`config.mk`:
```
export PLATFORM = sky130hd
export DESIGN_NAME = sd_cmd_framer
export DESIGN_NICKNAME = d
export VERILOG_FILES = /design/src/rtl/sd_spi_pkg.sv /design/src/rtl/sd_crc7_serial.sv /design/src/rtl/sd_cmd_framer.sv
export SDC_FILE = /design/constraint.sdc
export NUM_CORES = 1
export LEC_CHECK = 0
export ABC_AREA = 0
export CORE_AREA = 2 2 57 85
export CTS_BUF_LIST = sky130_fd_sc_hd__clkbuf_4 sky130_fd_sc_hd__clkbuf_8
export DETAILED_ROUTE_END_ITERATION = 8
export DIE_AREA = 0 0 59 87
export HOLD_SLACK_MARGIN = 0.02
export PLACE_DENSITY = 0.86
export SYNTH_ARGS = -nofsm -noshare
export SYNTH_HDL_FRONTEND = slang
export SYNTH_SLANG_ARGS = --single-unit
```
`constraint.sdc`:
```
create_clock -name clk -period 2.45 [get_ports clk]
set_input_delay 0.49 -clock clk [delete_from_list [all_inputs] [get_ports clk]]
set_output_delay 0.49 -clock clk [all_outputs]
set_load 0.01 [all_outputs]
```
`src/rtl/sd_spi_pkg.sv`:
```
// sd_spi_pkg: shared constants, the framer state type and the CRC7 step
// function for the SD-over-SPI command path.
//   SD_CRC7_POLY   : CRC7 generator x^7+x^3+1 with the x^7 term dropped
//   SD_FRAME_BYTES : bytes in one SD command frame
//   SD_HDR_BITS    : header bits covered by the CRC (start, tx, index, arg)
//   START_BIT/TX_BIT/END_BIT : fixed framing bits
package sd_spi_pkg;

  localparam logic [6:0] SD_CRC7_POLY   = 7'h09;
  localparam int         SD_FRAME_BYTES = 6;
  localparam int         SD_HDR_BITS    = 40;

  localparam logic START_BIT = 1'b0;
  localparam logic TX_BIT    = 1'b1;
  localparam logic END_BIT   = 1'b1;

  typedef enum logic [1:0] {
    ST_IDLE,
    ST_CRC,
    ST_SEND,
    ST_DONE
  } state_t;

  // One serial CRC7 step: shift left, fold in the polynomial when the
  // incoming bit differs from the bit leaving the register.
  function automatic logic [6:0] crc7_step(input logic [6:0] crc,
                                           input logic       bit_in,
                                           input logic [6:0] poly);
    logic fb;
    fb = bit_in ^ crc[6];
    return {crc[5:0], 1'b0} ^ (fb ? poly : 7'h00);
  endfunction

endpackage

```
`src/rtl/sd_crc7_serial.sv`:
```
// sd_crc7_serial: one-bit-per-cycle CRC7 LFSR.
//   clk, reset : rising-edge clock, synchronous active-high reset
//   clear      : synchronous clear of the register to zero
//   enable     : consume bit_in on this edge
//   bit_in     : next message bit, MSB of the message first
//   crc        : current CRC register contents
module sd_crc7_serial
  import sd_spi_pkg::*;
#(
  parameter logic [6:0] CRC_POLY = SD_CRC7_POLY
) (
  input  logic       clk,
  input  logic       reset,
  input  logic       clear,
  input  logic       enable,
  input  logic       bit_in,
  output logic [6:0] crc
);

  logic [6:0] crc_q;

  // NOTE: sequential state is written with non-blocking assignments only,
  // so every register samples the pre-edge values of the others.
  always_ff @(posedge clk) begin
    if (reset || clear) begin
      crc_q <= 7'h00;
    end else if (enable) begin
      crc_q <= crc7_step(crc_q, bit_in, CRC_POLY);
    end
  end

  assign crc = crc_q;

endmodule

```
`src/rtl/sd_cmd_framer.sv`:
```
// sd_cmd_framer: builds a 6-byte SD command frame (start/tx bits, index,
// argument, CRC7, end bit) and hands it byte by byte to an SPI shifter.
//   clk, reset          : rising-edge clock, synchronous active-high reset
//   cmd_valid/cmd_ready : command handshake; cmd_ready only in IDLE
//   cmd_index, cmd_arg  : command fields, latched on acceptance
//   byte_valid/ready    : byte handshake towards the shifter
//   byte_data           : current frame byte (0 outside SEND)
//   busy                : not IDLE
//   done                : one-cycle pulse after the last byte handshake
//   crc_out             : CRC7 of the last frame
// Build option: define SD_FRAMER_CRC_EN to compute the real CRC7 serially
// (40 extra cycles per frame). Without it the CRC field is all ones, so the
// last byte is 8'hFF, and the first byte follows acceptance directly.
module sd_cmd_framer
  import sd_spi_pkg::*;
#(
  parameter logic [6:0] CRC_POLY    = SD_CRC7_POLY,
  parameter int         FRAME_BYTES = SD_FRAME_BYTES
) (
  input  logic        clk,
  input  logic        reset,
  input  logic        cmd_valid,
  output logic        cmd_ready,
  input  logic [5:0]  cmd_index,
  input  logic [31:0] cmd_arg,
  output logic        byte_valid,
  input  logic        byte_ready,
  output logic [7:0]  byte_data,
  output logic        busy,
  output logic        done,
  output logic [6:0]  crc_out
);

  localparam logic [2:0] LAST_BYTE = 3'(FRAME_BYTES - 1);

  state_t      state_q, state_d;
  logic [5:0]  idx_q;
  logic [31:0] arg_q;
  logic [2:0]  byte_cnt_q;
  logic [6:0]  crc_out_q;
  logic        accept;
  logic        byte_hs;

  // cmd_ready is masked by reset so nothing is accepted on a reset edge.
  assign cmd_ready  = (state_q == ST_IDLE) && !reset;
  assign accept     = cmd_valid && cmd_ready;
  assign byte_valid = (state_q == ST_SEND);
  assign byte_hs    = byte_valid && byte_ready;
  assign busy       = (state_q != ST_IDLE);
  assign done       = (state_q == ST_DONE);
  assign crc_out    = crc_out_q;

`ifdef SD_FRAMER_CRC_EN
  localparam logic [5:0] LAST_BIT = 6'(SD_HDR_BITS - 1);

  logic [SD_HDR_BITS-1:0] header;
  logic [5:0]             bit_cnt_q;
  logic                   hdr_bit;
  logic [6:0]             lfsr;

  assign header  = {START_BIT, TX_BIT, idx_q, arg_q};
  assign hdr_bit = header[LAST_BIT - bit_cnt_q];

  sd_crc7_serial #(
    .CRC_POLY (CRC_POLY)
  ) u_crc (
    .clk    (clk),
    .reset  (reset),
    .clear  (accept),
    .enable (state_q == ST_CRC),
    .bit_in (hdr_bit),
    .crc    (lfsr)
  );

  always_ff @(posedge clk) begin
    if (reset || accept) begin
      bit_cnt_q <= '0;
    end else if (state_q == ST_CRC) begin
      bit_cnt_q <= bit_cnt_q + 1'b1;
    end
  end
`else
  // All-ones CRC field whatever the polynomial, since no CRC is computed.
  localparam logic [6:0] CRC_FILL = 7'h7F | CRC_POLY;
`endif

  always_ff @(posedge clk) begin
    if (reset) begin
      state_q    <= ST_IDLE;
      idx_q      <= '0;
      arg_q      <= '0;
      byte_cnt_q <= '0;
      crc_out_q  <= '0;
    end else begin
      state_q <= state_d;
      if (accept) begin
        idx_q      <= cmd_index;
        arg_q      <= cmd_arg;
        byte_cnt_q <= '0;
`ifndef SD_FRAMER_CRC_EN
        crc_out_q  <= CRC_FILL;
`endif
      end
      if (byte_hs && (byte_cnt_q != LAST_BYTE)) begin
        byte_cnt_q <= byte_cnt_q + 1'b1;
      end
`ifdef SD_FRAMER_CRC_EN
      // Capture the result of the 40th step on the same edge that leaves CRC.
      if ((state_q == ST_CRC) && (bit_cnt_q == LAST_BIT)) begin
        crc_out_q <= crc7_step(lfsr, hdr_bit, CRC_POLY);
      end
`endif
    end
  end

  // NOTE: every output of a combinational block gets a default first, so no
  // path through the case leaves it unassigned and no latch is inferred.
  always_comb begin
    state_d = state_q;
    unique case (state_q)
      ST_IDLE: begin
        if (accept) begin
`ifdef SD_FRAMER_CRC_EN
          state_d = ST_CRC;
`else
          state_d = ST_SEND;
`endif
        end
      end
`ifdef SD_FRAMER_CRC_EN
      ST_CRC:  if (bit_cnt_q == LAST_BIT) state_d = ST_SEND;
`else
      ST_CRC:  state_d = ST_IDLE;
`endif
      ST_SEND: if (byte_hs && (byte_cnt_q == LAST_BYTE)) state_d = ST_DONE;
      ST_DONE: state_d = ST_IDLE;
      default: state_d = ST_IDLE;
    endcase
  end

  always_comb begin
    byte_data = 8'h00;
    if (state_q == ST_SEND) begin
      case (byte_cnt_q)
        3'd0:    byte_data = {START_BIT, TX_BIT, idx_q};
        3'd1:    byte_data = arg_q[31:24];
        3'd2:    byte_data = arg_q[23:16];
        3'd3:    byte_data = arg_q[15:8];
        3'd4:    byte_data = arg_q[7:0];
        default: byte_data = {crc_out_q, END_BIT};
      endcase
    end
  end

endmodule
```
After elaboration in Yosys (flattened, before gate mapping)
Cells that the tools add are included.
{ "classes": {"muxes": 7, "n_addsub": 1, "eq_ne": 11, "n_reduce_logical": 12} }
{ "ops": {"columns": ["op", "count"], "rows": [
  ["one-hot mux 8 bit (5 select lines)", 1],
  ["2-to-1 mux 8 bit", 1],
  ["equality test 3 x 2 -> 1 bit, second input constant", 2],
  ["equality test 3 bit, second input constant", 2],
  ["2-to-1 mux 3 bit", 2],
  ["one-hot mux 2 bit (3 select lines)", 1],
  ["logical AND 1 bit", 5],
  ["equality test 2 bit, second input constant", 2],
  ["2-to-1 mux 2 bit", 2],
  ["nonzero test 2 bit", 2],
  ["adder 3 x 1 -> 3 bit, second input constant", 1],
  ["equality test 3 x 1 -> 1 bit, second input constant", 1],
  ["logical NOT 3 bit", 1],
  ["inequality test 3 bit, second input constant", 1],
  ["equality test 2 x 1 -> 1 bit, second input constant", 1],
  ["logical NOT 2 bit", 1],
  ["inequality test 2 x 1 -> 1 bit, second input constant", 1],
  ["inequality test 2 bit, second input constant", 1],
  ["AND reduction 2 bit", 1],
  ["OR reduction 2 bit", 1],
  ["logical NOT 1 bit", 1]
]} }
{ "totals": {"word_cells": 36, "reg_bits": 44, "input_bits": 42, "out_inout_bits": 19} }

Logic depth before layout (Yosys ltp)
{ "logic_depth": {"depth_word": 5, "ltp_mapped": 7, "mapped_depth_nobuf": 5} }

Worst setup path before layout
Ideal clock, no wire load.
{ "synth_timing": {"path_type": "register to output", "start": "reg byte_cnt_q[2]", "end": "out byte_data[7]", "path_slack_ns": 0.372, "required_ns": 1.960, "arrival_time_ns": 1.588, "path_stages_with_launch": 7, "n_path_buf": 2, "path_cell_list": "dfxtp_1 buf_2 inv_1 ha_1 buf_1 o41a_1 o21a_1"} }
{ "synth_via": {"elab_chain_cells": 3, "elab_cells_between_ends": 7, "classes_between": "4 x eq/ne; 2 x mux; 1 x reduce/logical"} }
{ "synth_rtl": {"columns": ["element", "line", "source"], "rows": [
  ["start, declared", "sd_cmd_framer.sv:39", "logic [2:0] byte_cnt_q;"],
  ["start signal, assigned", "sd_cmd_framer.sv:105", "byte_cnt_q <= byte_cnt_q + 1'b1;"],
  ["equality test 3 bit, or another cell as far along", "sd_cmd_framer.sv:144", "case (byte_cnt_q)"],
  ["one-hot mux 8 bit (5 select lines) (*)", "sd_cmd_framer.sv:144", null],
  ["2-to-1 mux 8 bit (*)", "sd_cmd_framer.sv:143", "if (state_q == ST_SEND) begin"],
  ["end, declared", "sd_cmd_framer.sv:28", "output logic [7:0] byte_data,"]
]} }
Mark *: on every way between the ends. The rest lies on a longest branch, timed or not.

Final worst setup path
{ "layout_timing": {"start": "reg byte_cnt_q[1]", "end": "out byte_data[1]"} }
The elaborated chain is that of the path after synthesis.

==> impl_metrics.toml <==
[run_status]
status = "complete, but fails checks"
violations = "setup timing"

[drt]
drtAntennaViolNets = 0
drt_wl_total_mm = 5.35
drt_pass1_iterations = 4
drc = 0
routedWlPerCell_um = 14.3
vias = 1980
drt_iter0_drc = 81
vias_per_cell = 5.31

[global_route]
overflow = 0
grt_util_met2_pct = 41.1
grt_use_total_pct = 22.5
grt_pass1_wl_mm = 8.71
antenna_found_initial = 0
grt_most_used_layer = "met2"
grt_max_degree = 45
grt_util_met3_pct = 3.27
first_global_vias = 1986
grtUsageMet1_pct = 25.0

[timing]
post-route-period-util_pct = 101
slew_violations = 0
report.final.setup_viol = 5
tightest_slew_ps = 450
timing.fmax_ghz = 0.403
fin_crit_ps = 2480
hold_violations = 0
clock_skew_ps = 5.65
grt_setup_unrepaired = "true"
setup_slack_ps = -31.4
slew_headroom_pct = 70.0
timing.hold.ws_ps = 457

[setup_path]
crit_arrival_ps = 1990
critPathMaxStageDelay_ps = 470
end_kind = "primary output"
worst-path-max-fanout = 6
worstSetupPathType = "register to primary output"
worstPathRequired_ps = 1960
crit_path_top_delay_cell = "o41a_1"
worst_path_most_repeated_cell = "ha_4"
start_kind = "register"
cp_cell_sequence = "buf_6 -> ha_4 -> ha_4 -> o41a_1 -> buf_4 -> o31a_1 -> buf_2"

[floorplanning]
io_pins = 61
rows = 30
die-area_um2 = 5130
start_util_pct = 47.0
die_width_um = 59
die_y_um = 87
core_um2 = 4430

[placement]
place_area_um2 = 2710
hpwlAfterDp_mm = 3.88
pre_cts_ws_ps = -4.18
portBuffers = 60
gp_congestion = 0.832
placedCellCount = 359

[clock_network]
tritoncts = "yes"
insertion_delay_ps = 300
clock_sinks = 44
cts_buffer_depth = 2
path_clk_slew_ps = 70
cts_max_level = 2
hold_buffers = 0
clock-root-buffer = "clkbuf_8"
cts_inserted_buffers = 5

[layout]
fillCellCount = 399
fin_util_pct = 64.7
syn2layout_area_growth_pct = 37.6
fin_area_um2 = 2860
diodes = 0
fin_cells = 373
layout.nets = 371
drive_above_1_share_pct = 15.4

[synth]
syn_area_per_cell_um2 = 7.94
yosysWarningCount = 0
ys_types = 35
synth_edf_count = 0
synth_nets = 309
seq_area_frac_synth_pct = 42.3
synth_ff_type = "dfxtp_1"
synth-seq-cells = 44
netlist_top_cells_area = "dfxtp_1 42%, nand2_1 15%, a21oi_1 9.9%"
synth_top_cell_area_share_pct = 42.3
synth_top_cell_by_area = "dfxtp_1"
netlist_area_um2 = 2080
netlist_instances = 262
synthArstFlopShare_pct = 0

[job]
cap_violations = 0

[power_and_ir_drop]
p_leak_uw = 0.00105
power_density_nw_per_um2 = 530
ir_drop_mv = 0.427

[min_path]
hp-class = "register to register"
kinds of logic after synthesis:
group	after synthesis	share of synthesized area [%]
mux	4	1.92
fa+ha+maj	5	3.01
flops	44	42.3
buf+inv	30	8.54
compound gates	74	22.0
simple gates	105	22.2
layer usage:
layer	vias up	wire [um]
li1	1007	-
met1	922	2190
met2	43	2900
met3	8	149
met4	0	116
met5	-	0
worst paths after layout:
| check | from | to | slack, ps | cells past startpoint |
|---|---|---|---|---|
| setup / recovery | byte_cnt_q[1] | byte_data[1] | -30 | 7 |
| hold reg to reg | arg_q[19] | arg_q[19] | 460 | 2 |
| setup reg to reg | state_q[1] | arg_q[22] | 740 | 5 |
| hold / removal | arg_q[19] | arg_q[19] | 460 | 2 |
report_power, final:
group / leakage, uW / internal, uW / switching (uW)
clock: 0.0000523 / 252 / 239
combinational: 0.000634 / 149 / 113
sequential: 0.000360 / 744 / 19.9
synth_stat cells, types with 3 or more instances:
cell	count
nor2b_1	5
buf_6	4
buf_4	8
ha_1	5
dfxtp_1	44
a21oi_1	41
mux2i_1	4
buf_2	4
o21ai_0	8
a22oi_1	8
nor2_1	3
nand2_1	81
a32oi_1	3
clkbuf_1	8
inv_1	4
o31a_1	7
worst max-delay path: cells and delay by family (launching register included):
kind | cells | cell delay, ps
adder cells (fa/ha/maj) | 2 | 320
AO/OA/AOI/OAI | 2 | 570
buffers and inverters | 3 | 440
flip-flops | 1 | 360
repair_timing:
| item | in CTS | in global routing |
|---|---|---|
| setup endpoints to repair | 8 | 8 |
| pin swaps | 2 | 1 |
| gates cloned | 0 | 0 |
| resized for setup | 36 | 6 |
| setup buffers | 6 | 0 |
metrics by stage:
step / power (uW) / TNS (ps)
2_1_floorplan: 906 / 0
3_3_place_gp: 1030 / 0
3_5_place_dp: 1040 / -4.18
4_1_cts: 1530 / -4.13
5_1_grt: 1580 / -267
6_report: 1520 / -87.2
cell type report:
type                       instances  area, um^2  area share (%)
clock buffer                       8        97.6            3.41
multi-input combinational        188        1060            37.1
timing repair buffer              81         742            25.9
tap                               48        60.1            2.10
inverter                           4        15.0           0.524
sequential                        44         886            30.9
registers in the layout (all words and copies together), names as in the netlist:
signal and flops:
byte_cnt_q 3, crc_out 1, idx_q 6, state_q 2, arg_q 32
placed cells by master (no fill, tap or decap), types with 2 or more instances in the layout:
cell type        Yosys  final
nand2_1             81     81
clkdlybuf4s50_1      0     52
dfxtp_1             44     42
a21oi_1             41     41
buf_4                8     18
a22oi_1              8      8
o31a_1               7      7
o21ai_0              8      7
clkbuf_8             0      6
nor2b_1              5      5
buf_2                4      5
mux2i_1              4      4
nor2_1               3      3
a32oi_1              3      3
ha_2                 0      3
inv_1                4      2
inv_2                0      2
and3_1               2      2
and2_1               2      2
nand3_1              2      2
o211ai_1             2      2
nor3_1               2      2
ha_4                 0      2
clkbuf_4             0      2
clkbuf_2             0      2
buf_6                4      2
(Power assumes the default switching activity.)
